==> src/rtl/scan_bridge_pkg.sv <==
// rtl/scan_bridge_pkg.sv - shared types and frame field offsets for the scan bridge
package scan_bridge_pkg;

    typedef enum logic [1:0] {
        OP_NOP   = 2'd0,
        OP_WRITE = 2'd1,
        OP_READ  = 2'd2,
        OP_BURST = 2'd3
    } op_e;

    typedef enum logic {
        TGT_SRAM = 1'b0,
        TGT_CTR  = 1'b1
    } tgt_e;

    typedef enum logic {
        ST_IDLE = 1'b0,
        ST_REQ  = 1'b1
    } state_e;

    // Frame layout MSB->LSB: op[1:0], tgt, id_sel, lane, addr, data
    function automatic int frame_width(int lane_w, int addr_w, int data_w);
        return 4 + lane_w + addr_w + data_w;
    endfunction

    function automatic int addr_lsb(int data_w);
        return data_w;
    endfunction

    function automatic int lane_lsb(int addr_w, int data_w);
        return addr_w + data_w;
    endfunction

    function automatic int idsel_bit(int lane_w, int addr_w, int data_w);
        return lane_w + addr_w + data_w;
    endfunction

    function automatic int tgt_bit(int lane_w, int addr_w, int data_w);
        return lane_w + addr_w + data_w + 1;
    endfunction

    function automatic int op_lsb(int lane_w, int addr_w, int data_w);
        return lane_w + addr_w + data_w + 2;
    endfunction

endpackage

==> src/rtl/scan_pad_sync.sv <==
// rtl/scan_pad_sync.sv - two-flop pad synchroniser with rising-edge pulse
module scan_pad_sync (
    input  logic clk,
    input  logic rst,
    input  logic pad,
    output logic rise
);

    logic [2:0] sync_q;

    always_ff @(posedge clk or posedge rst) begin
        if (rst) sync_q <= '0;
        else     sync_q <= {sync_q[1:0], pad};
    end

    // sync_q[2] is only an edge-detect history stage
    assign rise = sync_q[1] & ~sync_q[2];

endmodule

==> src/rtl/scan_bridge_param.sv <==
// rtl/scan_bridge_param.sv - scan-chain frames to SRAM / control-register transactions
module scan_bridge_param
    import scan_bridge_pkg::*;
#(
    parameter  int DATA_W  = 16,
    parameter  int ADDR_W  = 11,
    parameter  int LANES   = 16,
    parameter  int CTR_NUM = 4,
    parameter  int TIMEOUT = 64,
    localparam int LANE_W  = $clog2(LANES),
    localparam int CSEL_W  = (CTR_NUM > 1) ? $clog2(CTR_NUM) : 1,
    localparam int FRAME_W = frame_width(LANE_W, ADDR_W, DATA_W)
) (
    input  logic              clk,
    input  logic              rst,
    input  logic              scan_phi,
    input  logic              scan_phi_bar,
    input  logic              scan_data_in,
    output logic              scan_data_out,
    input  logic              scan_load_chip,
    input  logic              scan_load_chain,
    output logic              sram_ren,
    output logic              sram_wen,
    output logic [ADDR_W-1:0] sram_addr,
    output logic [DATA_W-1:0] sram_wdata,
    input  logic [DATA_W-1:0] sram_rdata,
    input  logic              sram_ready,
    output logic              ctr_ren,
    output logic              ctr_wen,
    output logic [CSEL_W-1:0] ctr_sel,
    output logic [DATA_W-1:0] ctr_wdata,
    input  logic [DATA_W-1:0] ctr_rdata,
    input  logic              ctr_ready,
    output logic [LANE_W-1:0] lane_id,
    output logic              id_sel
);

    localparam int CNT_W     = $clog2(TIMEOUT + 1);
    localparam int ADDR_LSB  = addr_lsb(DATA_W);
    localparam int LANE_LSB  = lane_lsb(ADDR_W, DATA_W);
    localparam int IDSEL_BIT = idsel_bit(LANE_W, ADDR_W, DATA_W);
    localparam int TGT_BIT   = tgt_bit(LANE_W, ADDR_W, DATA_W);
    localparam int OP_LSB    = op_lsb(LANE_W, ADDR_W, DATA_W);

    logic phi_rise, phi_bar_rise, chip_rise, chain_rise;

    scan_pad_sync u_sync_phi     (.clk(clk), .rst(rst), .pad(scan_phi),        .rise(phi_rise));
    scan_pad_sync u_sync_phi_bar (.clk(clk), .rst(rst), .pad(scan_phi_bar),    .rise(phi_bar_rise));
    scan_pad_sync u_sync_chip    (.clk(clk), .rst(rst), .pad(scan_load_chip),  .rise(chip_rise));
    scan_pad_sync u_sync_chain   (.clk(clk), .rst(rst), .pad(scan_load_chain), .rise(chain_rise));

    logic [FRAME_W-1:0] chain;
    state_e             state;
    logic [CNT_W-1:0]   wait_cnt;
    logic               err_to, overrun, burst_active, cur_read;
    tgt_e               cur_tgt;
    logic [ADDR_W-1:0]  burst_ptr, last_addr, issue_addr;
    logic [DATA_W-1:0]  rd_buf;

    op_e               f_op;
    tgt_e              f_tgt;
    logic              f_id_sel, is_burst, ready_sel;
    logic [LANE_W-1:0] f_lane;
    logic [ADDR_W-1:0] f_addr;
    logic [DATA_W-1:0] f_data;

    assign f_op     = op_e'(chain[OP_LSB +: 2]);
    assign f_tgt    = tgt_e'(chain[TGT_BIT]);
    assign f_id_sel = chain[IDSEL_BIT];
    assign f_lane   = chain[LANE_LSB +: LANE_W];
    assign f_addr   = chain[ADDR_LSB +: ADDR_W];
    assign f_data   = chain[DATA_W-1:0];

    // A burst aimed at the control registers degrades to a plain write
    assign is_burst   = (f_op == OP_BURST) && (f_tgt == TGT_SRAM);
    assign issue_addr = (is_burst && burst_active) ? burst_ptr + ADDR_W'(1) : f_addr;
    assign ready_sel  = (cur_tgt == TGT_CTR) ? ctr_ready : sram_ready;

    always_ff @(posedge clk or posedge rst) begin
        if (rst) begin
            chain         <= '0;
            scan_data_out <= 1'b0;
            state         <= ST_IDLE;
            wait_cnt      <= '0;
            err_to        <= 1'b0;
            overrun       <= 1'b0;
            burst_active  <= 1'b0;
            burst_ptr     <= '0;
            last_addr     <= '0;
            rd_buf        <= '0;
            cur_read      <= 1'b0;
            cur_tgt       <= TGT_SRAM;
            sram_ren      <= 1'b0;
            sram_wen      <= 1'b0;
            sram_addr     <= '0;
            sram_wdata    <= '0;
            ctr_ren       <= 1'b0;
            ctr_wen       <= 1'b0;
            ctr_sel       <= '0;
            ctr_wdata     <= '0;
            lane_id       <= '0;
            id_sel        <= 1'b0;
        end else begin
            if (phi_bar_rise) scan_data_out <= chain[FRAME_W-1];

            // Capture uses pre-command status; a same-cycle command still decodes the old chain
            if (chain_rise) begin
                chain   <= {1'b0, state == ST_REQ, err_to, overrun, lane_id, last_addr, rd_buf};
                err_to  <= 1'b0;
                overrun <= 1'b0;
            end else if (phi_rise) begin
                chain <= {chain[FRAME_W-2:0], scan_data_in};
            end

            case (state)
                ST_IDLE: begin
                    if (chip_rise) begin
                        lane_id      <= f_lane;
                        id_sel       <= f_id_sel;
                        burst_active <= is_burst;
                        if (f_op != OP_NOP) begin
                            state     <= ST_REQ;
                            wait_cnt  <= '0;
                            cur_tgt   <= f_tgt;
                            cur_read  <= (f_op == OP_READ);
                            last_addr <= issue_addr;
                            if (is_burst) burst_ptr <= issue_addr;
                            if (f_tgt == TGT_SRAM) begin
                                sram_addr  <= issue_addr;
                                sram_wdata <= f_data;
                                sram_ren   <= (f_op == OP_READ);
                                sram_wen   <= (f_op != OP_READ);
                            end else begin
                                ctr_sel   <= f_addr[CSEL_W-1:0];
                                ctr_wdata <= f_data;
                                ctr_ren   <= (f_op == OP_READ);
                                ctr_wen   <= (f_op != OP_READ);
                            end
                        end
                    end
                end
                ST_REQ: begin
                    if (chip_rise) overrun <= 1'b1;
                    if (ready_sel) begin
                        if (cur_read) rd_buf <= (cur_tgt == TGT_CTR) ? ctr_rdata : sram_rdata;
                        {sram_ren, sram_wen, ctr_ren, ctr_wen} <= '0;
                        state <= ST_IDLE;
                    end else if (wait_cnt == CNT_W'(TIMEOUT - 1)) begin
                        {sram_ren, sram_wen, ctr_ren, ctr_wen} <= '0;
                        err_to <= 1'b1;
                        state  <= ST_IDLE;
                    end else begin
                        wait_cnt <= wait_cnt + CNT_W'(1);
                    end
                end
                default: state <= ST_IDLE;
            endcase
        end
    end

endmodule

==> config.mk <==
export PLATFORM = sky130hd
export DESIGN_NAME = scan_bridge_param
export DESIGN_NICKNAME = d
export VERILOG_FILES = /design/src/rtl/scan_bridge_pkg.sv /design/src/rtl/scan_pad_sync.sv /design/src/rtl/scan_bridge_param.sv
export SDC_FILE = /design/constraint.sdc
export NUM_CORES = 1
export LEC_CHECK = 0
export ABC_AREA = 1
export CAP_MARGIN = 30
export CORE_MARGIN = 8
export CORE_UTILIZATION = 54
export DETAILED_ROUTE_END_ITERATION = 8
export GPL_ROUTABILITY_DRIVEN = 0
export PLACE_DENSITY_LB_ADDON = 0.3
export SLEW_MARGIN = 20
export SYNTH_ARGS = -nofsm -noshare
export SYNTH_HDL_FRONTEND = slang
export SYNTH_SLANG_ARGS = --single-unit
==> constraint.sdc <==
create_clock -name clk -period 5.8 [get_ports clk]
set_input_delay 0.87 -clock clk [delete_from_list [all_inputs] [get_ports clk]]
set_output_delay 0.87 -clock clk [all_outputs]
set_load 0.03 [all_outputs]
== Yosys cells after proc, flatten, opt, wreduce, memory -nomap -nowiden ==
Index checks and enable logic that the tools add are counted.
Word-level totals
  register bits: 153
  word-level logic and storage cells: 102
Operators by class
  reductions and logical operators: 13
  bitwise gates (word level): 10
  equal/unequal tests: 11
  $add $sub $neg: 2
  muxes and demuxes: 40
Operator list (number)
  2-to-1 mux 35 bit: 2
  2-to-1 mux 7 bit: 4
  2-to-1 mux 1 bit: 26
  AND reduction 4 bit: 6
  2-to-1 mux 16 bit: 1
  inequality test 2 bit (second input constant): 7
  one-hot mux 7 bit (2 select lines): 1
  adder 11 x 1 -> 11 bit (second input constant): 1
  2-to-1 mux 11 bit: 1
  one-hot mux 1 bit (2 select lines): 5
  adder 7 x 1 -> 7 bit (second input constant): 1
  equality test 7 x 6 -> 1 bit (second input constant): 1
  NOT 1 bit: 6
  AND reduction 3 bit: 2
  AND 1 bit: 4
  equality test 2 bit (second input constant): 2
  nonzero test 2 bit: 2
  inequality test 3 x 1 -> 1 bit (second input constant): 1
  logical AND 1 bit: 2
  AND reduction 2 bit: 1

== Logic depth before layout (Yosys ltp) ==
Gate-level depths: netlist of run 1.
  depth in word-level cells: 6
  gate-level depth with buffers: 10

== Hierarchy ==
A second synthesis of run 1 with hierarchy kept.
Second synthesis, totals
  cells, all modules: 737
  area, all modules: 6585.1 sq um
By module, submodules not included
  scan_bridge_param: cells each 713, times used 1, area an instance 6229.7 sq um
  scan_pad_sync: cells each 6, times used 4, area an instance 88.8 sq um

== Worst setup path before layout of run 1 ==
No wires, ideal clock.
  path kind: input port to flip-flop
  from: in ctr_ready
  to: reg rd_buf[10]
  cell stages on the path: 7
  data arrival time: 1.502 ns
  path slack: 4.216 ns
  setup time: 0.082 ns
  cells stage by stage: nand2_1 > nand2_1 > nand2_1 > nor2_4 > buf_4 > nor2_1 > a31oi_1
Between the ends
  word-level cells in the longest chain between the ends: 2
Ends and longest elaborated chain
  from (decl): RTL line scan_bridge_param.sv:33  | input logic ctr_ready,
  2-to-1 mux 1 bit: RTL line scan_bridge_param.sv:77  | assign ready_sel = (cur_tgt == TGT_CTR) ? ctr_ready : sram_ready;
  AND reduction 3 bit (no source line)
  to (signal assigned): RTL line scan_bridge_param.sv:145  | if (cur_read) rd_buf <= (cur_tgt == TGT_CTR) ? ctr_rdata : sram_rdata;
  to (decl): RTL line scan_bridge_param.sv:58  | logic [DATA_W-1:0] rd_buf;
Every way passes these cells.
A chain may end at the register's enable or synchronous reset.

== Final worst setup path of run 1 ==
  from: reg u_sync_chain.sync_q[1]
  to: reg chain[15]
Between the ends
  word-level cells in the longest chain between the ends: 2
  elaborated cells between the ends (all ways): 3
  classes of those cells: 1 x mux; 1 x bitwise; 1 x reduce/logical
Ends and longest elaborated chain
  from (decl): RTL line scan_pad_sync.sv:9  | logic [2:0] sync_q;
  from (signal assigned): RTL line scan_pad_sync.sv:13  | else sync_q <= {sync_q[1:0], pad};
  AND 1 bit *: RTL line scan_pad_sync.sv:17  | assign rise = sync_q[1] & ~sync_q[2];
  2-to-1 mux 35 bit / nonzero test 2 bit (equally long branches)
  to (signal assigned): RTL line scan_bridge_param.sv:108  | chain <= {1'b0, state == ST_REQ, err_to, overrun, lane_id, last_addr, rd_buf};
  to (signal assigned): RTL line scan_bridge_param.sv:112  | chain <= {chain[FRAME_W-2:0], scan_data_in};
  to (decl): RTL line scan_bridge_param.sv:52  | logic [FRAME_W-1:0] chain;
Every way passes the cells marked *; elsewhere a longest branch is shown, timed or not.

==> flow_summary.toml, run 1 <==
[run_status]
outcome = "finished, final reports clean"

[yosys]
syn_nets = 763
synth-async-reset-ratio_pct = 100
yosys-top-cells-area = "dfrtp_1 59%, nand2_1 11%, o21ai_0 6.1%, nor2_1 3.6%, o22ai_1 3.4%"
synth_top_area_share_pct = 58.7
yosys_most_used_dff = "dfrtp_1"
ys_ff_latch = 153
synth_area_um2 = 6530
synth_top_area_cell = "dfrtp_1"
synth_edf_count = 0
synth.avg_cell_area_um2 = 9.07
ys_warn_count = 0
yosysSeqAreaShare_pct = 58.7
synth.distinct_cells = 30
syn_inst = 720

[grt]
grt_max_degree = 97
grt_use_total_pct = 20.8
antenna_found_initial = 0
grt_overflow = 0
grt_pass1_vias = 5441
grt_first_pass_wirelength_um = 26800

[clock_tree]
cts.path.max_buffers = 2
cts_tree = "built"
cts_resized = 0
cts_setup_buffers = 0
cts_num_sinks = 153
h-tree-depth = 4
cts_root_buffer = "clkbuf_16"
ctsHoldBuffers = 0
clkTransAtPathRegs_ps = 60
cts_buffers = 17
clkLatencyLatePin_ps = 420

[sta]
rsz0062_at_grt = "no"
hold_viol_final = 0
drv_slew = 0
fin_worst_skew_ps = 10.1
fmax_mhz = 365
finalSetupViolCount = 0
worst_slack_ps = 3060
tightest_slew_ps = 876
setup-tns-final_ps = 0
relSlewSlack_pct = 41.4
final.min_clock_period_ps = 2740
period_share_pct = 47.3

[final_layout]
fin_area_um2 = 8140
syn_to_final_growth_pct = 24.7
final_core_util_pct = 68.4
finalNonFillerCells = 961
drive_above_1_share_pct = 8.72
fin_nets = 845
diodes = 0

[detailed_routing]
ant_nets = 0
drc = 0
drt_wl_total_um = 15900
drtIter0Drc = 504
first_pass_iters = 5
vias_per_cell = 5.50
wl_per_cell_um = 16.6
vias = 5281

[die]
io_pins = 96
die_w_um = 126
initial_utilization_pct = 54.8
fp.dieH_um = 126
rows = 40
fp.dieArea_um2 = 15900
coreArea_um2 = 11900

[power_and_ir_drop]
power.switching_w = 0.00157
cellPowerDensity_nw_per_um2 = 525
switching_share_pct = 36.7
intPower_w = 0.00271
ir_drop_uv = 244
power_frac_comb_pct = 32.7
clockPowerShare_pct = 27.6
sequentialPowerShare_pct = 39.7
power.leakage_nw = 3.73

[worst_setup_path]
endpoint_kind = "flip-flop"
worstPathRequired_ps = 6140
crit_type = "reg -> reg"
cp-endpoint = "chain[15]"
startpoint = "u_sync_chain.sync_q[1]"
crit_path_max_fanout = 53
cpPeakStageDelay_ps = 620
crit_path_cell_trace = "inv_1 -> nor2_4 -> inv_2 -> o21ai_4 -> buf_4 -> o21ai_0 -> o22ai_1"
start_kind = "flip-flop"
reg2reg_to = "chain[15]"
crit_arrival_ps = 3080
rr_worst_depth = 7
r2r_start = "u_sync_chain.sync_q[1]"
rrSetupSlack_ps = 3060
cp_slowest_cell = "nor2_4"

[run]
cap_violations = 0

[placement]
post-place-ws_ps = 3050
dp_cells = 930
dp_hpwl_um = 10600
io_buffers = 95
placed_area_um2 = 7510

[hold_path]
min_path_type = "reg -> reg"
layout make-up:
cell class                 instances  area [µm²]
tap                              147         184
fill                             934        3770
sequential                       153        3830
clock inverter                    13         194
inverter                          60         238
clock buffer                      18         439
timing repair buffer              97         966
multi-input combinational        473        2290
power by group through the flow:
stage	combinational, W	sequential [W]	clock [W]
global placement	0.00135	0.00169	0
global route	0.00153	0.00174	0.00123
floorplan	0.000584	0.00195	0
CTS	0.00141	0.00169	0.00119
detailed placement	0.00139	0.00170	0
finish	0.00140	0.00170	0.00118
cell usage in the layout, fill, tap and decap left out, types with 2 or more instances in the layout:
master,netlist,routed
nand3_1,34,34
o22ai_1,35,35
nor2_1,63,63
buf_4,4,2
nand2_2,4,4
a21oi_1,4,4
o21ai_2,19,18
inv_1,54,53
clkinv_4,0,3
bufinv_16,0,4
o21ai_1,4,4
nor2_4,4,4
nor2_8,2,2
xnor2_1,3,3
nor3b_1,2,2
a31oi_1,17,17
clkbuf_16,0,17
ha_1,2,2
o21ai_0,79,79
dfrtp_1,153,153
clkdlybuf4s50_1,0,95
inv_2,3,3
inv_6,0,3
clkinvlp_4,0,4
nand2_1,195,195
inv_4,3,3
sequential cells by signal (all words and copies together), names as in the netlist, 2 cells and up:
signal,count
chain,35
ctr_wdata,16
rd_buf,16
sram_wdata,16
burst_ptr,11
last_addr,11
sram_addr,11
wait_cnt,7
lane_id,4
u_sync_chain.sync_q,3
u_sync_chip.sync_q,3
u_sync_phi.sync_q,3
u_sync_phi_bar.sync_q,3
ctr_sel,2
how the worst min path moves through the flow:
stage                             startpoint                        to  slack (ps)  cells past startpoint
global route        u_sync_phi_bar.sync_q[0]  u_sync_phi_bar.sync_q[1]         370                      0
detailed placement      u_sync_phi.sync_q[0]      u_sync_phi.sync_q[1]         340                      0
finish              u_sync_phi_bar.sync_q[0]  u_sync_phi_bar.sync_q[1]         360                      0
CTS                    u_sync_chip.sync_q[0]     u_sync_chip.sync_q[1]         360                      0
floorplan             u_sync_chain.sync_q[0]    u_sync_chain.sync_q[1]         330                      0
global placement        u_sync_phi.sync_q[0]      u_sync_phi.sync_q[1]         330                      0
critical path, delay by kind of cell, from the launching register on:
kind | cells | cell delay, ps
compound gates | 3 | 650
buf+inv | 3 | 1000
flops | 1 | 360
simple gates | 1 | 620
routing by layer:
metal  track usage [%]  vias up  wire [µm]
met2              33.8      169       7710
met5                 0        -          0
met1              26.0     2562       6920
met4              7.22        0        272
met3              6.08       29       1010
li1                  -     2521          -
cells by family (layout without fill, tap and decap cells):
group                    after synthesis  in the layout  synth area share [%]
AO/OA/AOI/OAI                        160            160                  14.4
XOR/XNOR                               3              3                 0.403
adder cells (fa/ha/maj)                2              2                 0.383
buffers and inverters                 94            188                  6.33
flip-flops                           153            153                  58.7
AND/OR/NAND/NOR                      308            308                  19.8
cells in the mapped netlist (all sizes together), types with 2 or more instances:
master / number
buf: 15
inv: 60
clkbuf: 19
xnor2: 3
dfrtp: 153
nor3b: 2
ha: 2
o22ai: 35
nand2: 199
nor2: 70
o21ai: 102
nand3: 35
a21oi: 4
a31oi: 17
per-stage QoR:
| stage | hold WS, ps | total power, W |
|---|---|---|
| 5_1_grt | 373 | 0.00450 |
| 4_1_cts | 361 | 0.00429 |
| 2_1_floorplan | 331 | 0.00253 |
| 6_report | 361 | 0.00428 |
| 3_5_place_dp | 337 | 0.00309 |
| 3_3_place_gp | 332 | 0.00304 |
No activity file was read; power rests on OpenSTA's default activity.
==> run 2, diff against run 1 <==
==> constraint.sdc (replaced) <==
create_clock -name clk -period 2.58 [get_ports clk]
set_input_delay 0.387 -clock clk [delete_from_list [all_inputs] [get_ports clk]]
set_output_delay 0.387 -clock clk [all_outputs]
set_load 0.03 [all_outputs]
==> run 2 against run 1 <==
  * Critical path depth did not move
  * Fmax rose by 25%
  * Via count rose by 1.5%
  * Register-to-register slack got worse by 2700 ps
  * Sequential share of layout area fell by 0.30 points
  * Worst hold slack got worse by 6.6 ps
==> flow_summary.toml, run 2 (synthesized netlist as in run 1, its figures left out) <==
[placement]
post-place-ws_ps = 426
io_buffers = 95
placed_area_um2 = 7580
dp_hpwl_um = 10600

[final_layout]
mostFrequentLayoutCell = "nand2_1"
final_core_util_pct = 68.8
diodes = 0
seqCellArea_um2 = 3830
fin_area_um2 = 8200
layout_common_cells = "195 x nand2_1, 153 x dfrtp_1, 95 x clkdlybuf4s50_1"
fin_nets = 849
drive_above_1_share_pct = 8.92
regMostFlops = "chain"
multi_input_area_um2 = 2290
syn_to_final_growth_pct = 25.6
fill_cells = 887
largest_reg_flops = 35

[detailed_routing]
first_pass_iters = 5
ant_nets = 0
drt_wl_total_um = 15500
vias_per_cell = 5.56
drc = 0
drtIter0Drc = 570
vias = 5361
wl_per_cell_um = 16.0

[die]
io_pins = 96
initial_utilization_pct = 54.8
rows = 40
coreArea_um2 = 11900
die_w_um = 126
fp.dieArea_um2 = 15900
fp.dieH_um = 126

[sta]
tightest_slew_ps = 684
final.min_clock_period_ps = 2190
fin_worst_skew_ps = 7.44
relSlewSlack_pct = 54.2
rsz0062_at_grt = "no"
fmax_mhz = 457
setup-tns-final_ps = 0
finalSetupViolCount = 0
worst_slack_ps = 394
hold_viol_final = 0
period_share_pct = 84.7
drv_slew = 0

[hold_path]
whs_path_depth = 0
min_path_type = "reg -> reg"
min-delay-start = "u_sync_chain.sync_q[0]"
min_to = "u_sync_chain.sync_q[1]"

[power_and_ir_drop]
power.leakage_nw = 3.75
power.switching_w = 0.00344
power_frac_comb_pct = 32.9
intPower_w = 0.00609
ir_drop_uv = 530
cellPowerDensity_nw_per_um2 = 1160
sequentialPowerShare_pct = 39.8
switching_share_pct = 36.1
clockPowerShare_pct = 27.2

[clock_tree]
cts_resized = 0
cts_num_sinks = 153
h-tree-depth = 4
cts_root_buffer = "clkbuf_16"
clkTransAtPathRegs_ps = 60
clkLatencyLatePin_ps = 420
cts.path.max_buffers = 2
ctsHoldBuffers = 0
cts_setup_buffers = 0
cts_buffers = 17
cts_tree = "built"

[grt]
grt_overflow = 0
grt_first_pass_wirelength_um = 25600
grt_max_degree = 66
antenna_found_initial = 0
grt_use_total_pct = 19.9
grt_pass1_vias = 5175

[worst_setup_path]
crit_type = "reg -> reg"
cpMostUsedCell = "nand2_1"
reg2reg_to = "rd_buf[7]"
crit_family = "simple AND/OR/NAND/NOR gates"
r2r_start = "cur_tgt"
crit_path_cell_trace = "inv_4 -> nand2_1 -> nand2_1 -> nand2_1 -> nor2_4 -> nor2_1 -> a31oi_1"
start_kind = "flip-flop"
crit_path_max_fanout = 32
cp_slowest_cell = "dfrtp_1"
cpPeakStageDelay_ps = 630
crit_arrival_ps = 2520
rr_worst_depth = 7
crit_buf_inv = 1
rrSetupSlack_ps = 390
worstPathRequired_ps = 2910
endpoint_kind = "flip-flop"

[run_status]
outcome = "finished, final reports clean"

[run]
cap_violations = 0
==> run 2: changes by cell type in the layout (fill, tap and decap cells not counted), sizes merged <==
cell	change
inv	-3
buf	+4
clkinvlp	+1
clkbuf	+2
==> run 2: power groups by stage <==
stage               clock network, W  registers (W)  logic, W
floorplan                          0        0.00438   0.00131
global placement                   0        0.00378   0.00305
detailed placement                 0        0.00382   0.00314
CTS                          0.00262        0.00379   0.00317
global route                 0.00273        0.00390   0.00342
finish                       0.00260        0.00380   0.00314
==> run 2: how the worst max path moves through the flow <==
| stage | slack [ps] | cells past startpoint | start | end |
|---|---|---|---|---|
| final | 390 | 7 | cur_tgt | rd_buf[7] |
| after global routing | 130 | 7 | cur_tgt | rd_buf[7] |
| after floorplan | 260 | 1 | rst | burst_active |
| after global placement | 470 | 7 | cur_tgt | rd_buf[6] |
| after CTS | 370 | 7 | cur_tgt | rd_buf[7] |
| after detailed placement | 430 | 7 | cur_tgt | rd_buf[3] |
==> run 2: through the flow <==
step | instances | total power [W] | hold WS, ps
after CTS | 965 | 0.00959 | 350
after floorplan | 720 | 0.00569 | 331
after detailed placement | 934 | 0.00696 | 336
after global placement | 934 | 0.00683 | 333
after global routing | 965 | 0.0100 | 365
final | 965 | 0.00953 | 355
==> run 2: area by class of cell <==
class,count,area share [%]
clock buffers,20,5.45
clock inverters,11,2.11
inverters,60,2.89
multi-input cells,473,28.0
flip-flops and latches,153,46.7
well taps,147,2.24
repair buffers,101,12.6
==> run 2: layer usage <==
metal	global-route usage (%)	vias up	part of all wire, %
met5	0	-	0
met4	7.08	0	1.7
met3	6.20	23	6.4
met2	30.9	201	47
met1	25.9	2598	45
li1	-	2539	-
==> run 3, diff against run 2 <==
--- a/config.mk
+++ b/config.mk
@@ -8,7 +8,7 @@
 export ABC_AREA = 1
 export CAP_MARGIN = 30
 export CORE_MARGIN = 8
-export CORE_UTILIZATION = 54
+export CORE_UTILIZATION = 49
 export DETAILED_ROUTE_END_ITERATION = 8
 export GPL_ROUTABILITY_DRIVEN = 0
 export PLACE_DENSITY_LB_ADDON = 0.3
==> constraint.sdc (replaced) <==
create_clock -name clk -period 1.9 [get_ports clk]
set_input_delay 0.285 -clock clk [delete_from_list [all_inputs] [get_ports clk]]
set_output_delay 0.285 -clock clk [all_outputs]
set_load 0.03 [all_outputs]
==> run 3 against run 2 <==
  * Routed wire length down 0.94%
  * Global-route usage is 1.5 points lower
  * Register-to-register slack worse by 170 ps
  * Clock skew is 2.7 ps lower
  * First-iteration DRC count down 33%
  * Design area grew 0.47%
  * Critical path type is now reg -> out
  * Final cell count grew 3.8%
  * Sequential share of layout area decreased by 0.22 points
  * Critical path depth down 6
  * Worst hold slack got worse by 160 ps
  * Largest power group unchanged
  * Setup slack worse by 280 ps
==> flow_summary.toml, run 3 (synthesized netlist as in run 1, its figures left out) <==
[placement]
placed_area_um2 = 7700
io_buffers = 95
post-place-ws_ps = 235
dp_hpwl_um = 10700

[final_layout]
layout_common_cells = "195 x nand2_1, 153 x dfrtp_1, 95 x clkdlybuf4s50_1"
diodes = 0
fill_cells = 1073
syn_to_final_growth_pct = 26.1
regMostFlops = "chain"
mostFrequentLayoutCell = "nand2_1"
drive_above_1_share_pct = 9.93
fin_area_um2 = 8230
fin_nets = 859
largest_reg_flops = 35

[worst_setup_path]
crit_type = "reg -> out"
cpPeakStageDelay_ps = 690
start_kind = "flip-flop"
crit_arrival_ps = 1500
crit_path_max_fanout = 2
crit_buf_inv = 1
endpoint_kind = "primary output"
worstPathRequired_ps = 1620
crit_path_cell_trace = "clkdlybuf4s50_1"
cp_slowest_cell = "clkdlybuf4s50_1"
crit_family = "buffers and inverters"

[grt]
grt_pass1_vias = 5190
grt_overflow = 0
grt_use_total_pct = 18.4
grt_max_degree = 61
antenna_found_initial = 0
grt_first_pass_wirelength_um = 26100

[clock_tree]
cts_tree = "built"
cts_setup_buffers = 0
cts_resized = 0
cts_num_sinks = 153
clkLatencyLatePin_ps = 420
cts_buffers = 17
cts_root_buffer = "clkbuf_16"
cts.path.max_buffers = 2
h-tree-depth = 4
clkTransAtPathRegs_ps = 60
ctsHoldBuffers = 0

[die]
io_pins = 96
fp.dieH_um = 131
rows = 42
die_w_um = 131
coreArea_um2 = 13100
fp.dieArea_um2 = 17300
initial_utilization_pct = 49.7

[sta]
worst_slack_ps = 116
final.min_clock_period_ps = 1780
fmax_mhz = 561
tightest_slew_ps = 660
hold_viol_final = 0
rsz0062_at_grt = "no"
whs_ps = 199
drv_slew = 0
relSlewSlack_pct = 55.9
fin_worst_skew_ps = 4.77
finalSetupViolCount = 0
period_share_pct = 93.9
setup-tns-final_ps = 0

[power_and_ir_drop]
finalPower_w = 0.0125
power.leakage_nw = 3.77
clockPowerShare_pct = 24.7
cellPowerDensity_nw_per_um2 = 1520
sequentialPowerShare_pct = 40.6
power.switching_w = 0.00460
ir_drop_uv = 860
power_frac_comb_pct = 34.7
intPower_w = 0.00792
switching_share_pct = 36.7

[detailed_routing]
ant_nets = 0
drt_wl_total_um = 15300
vias = 5234
wl_per_cell_um = 15.3
vias_per_cell = 5.22
first_pass_iters = 5
drtIter0Drc = 380
drc = 0

[run_status]
outcome = "finished, final reports clean"

[hold_path]
min_path_type = "in -> async"

[run]
cap_violations = 0
==> run 3: metrics by stage <==
step,util [%],std cells
2_1_floorplan,-,720
3_3_place_gp,58.6,973
3_5_place_dp,58.6,973
4_1_cts,62.7,1002
5_1_grt,62.7,1002
6_report,62.7,1002
==> run 3: cell type report <==
cell class                 count  area (µm²)  share of cell area [%]
sequential                   153        3830                    46.5
multi-input combinational    473        2290                    27.9
timing repair buffer         111        1120                    13.6
clock buffer                  20         457                    5.55
inverter                      60         236                    2.87
tap                          176         220                    2.67
clock inverter                 9        77.6                   0.942
==> run 3: final timing paths <==
path / startpoint / endpoint / slack, ps / depth (start not counted)
worst min register to register: u_sync_chip.sync_q[0] / u_sync_chip.sync_q[1] / 350 / 0
worst min-delay path: rst / u_sync_chain.sync_q[1] / 200 / 2
worst max register to register: state / sram_wdata[0] / 220 / 8
min in group clk: scan_load_chain / u_sync_chain.sync_q[0] / 300 / 1
worst max-delay path: ctr_sel[0] / ctr_sel[0] / 120 / 1
max in group asynchronous: rst / rd_buf[6] / 1030 / 3
==> run 3: routing by layer <==
metal	GRT usage, %	share of wire (%)	up-vias
met3	5.75	5.5	16
met2	28.8	47	148
li1	-	-	2556
met1	24.2	46	2514
met5	0	0	-
met4	5.55	1.2	0
==> run 3: power groups by stage <==
stage / Clock, W / Sequential, W / Combinational [W]
floorplan: 0 / 0.00594 / 0.00178
global placement: 0 / 0.00507 / 0.00426
detailed placement: 0 / 0.00511 / 0.00436
CTS: 0.00312 / 0.00508 / 0.00440
global route: 0.00327 / 0.00522 / 0.00478
finish: 0.00309 / 0.00508 / 0.00435
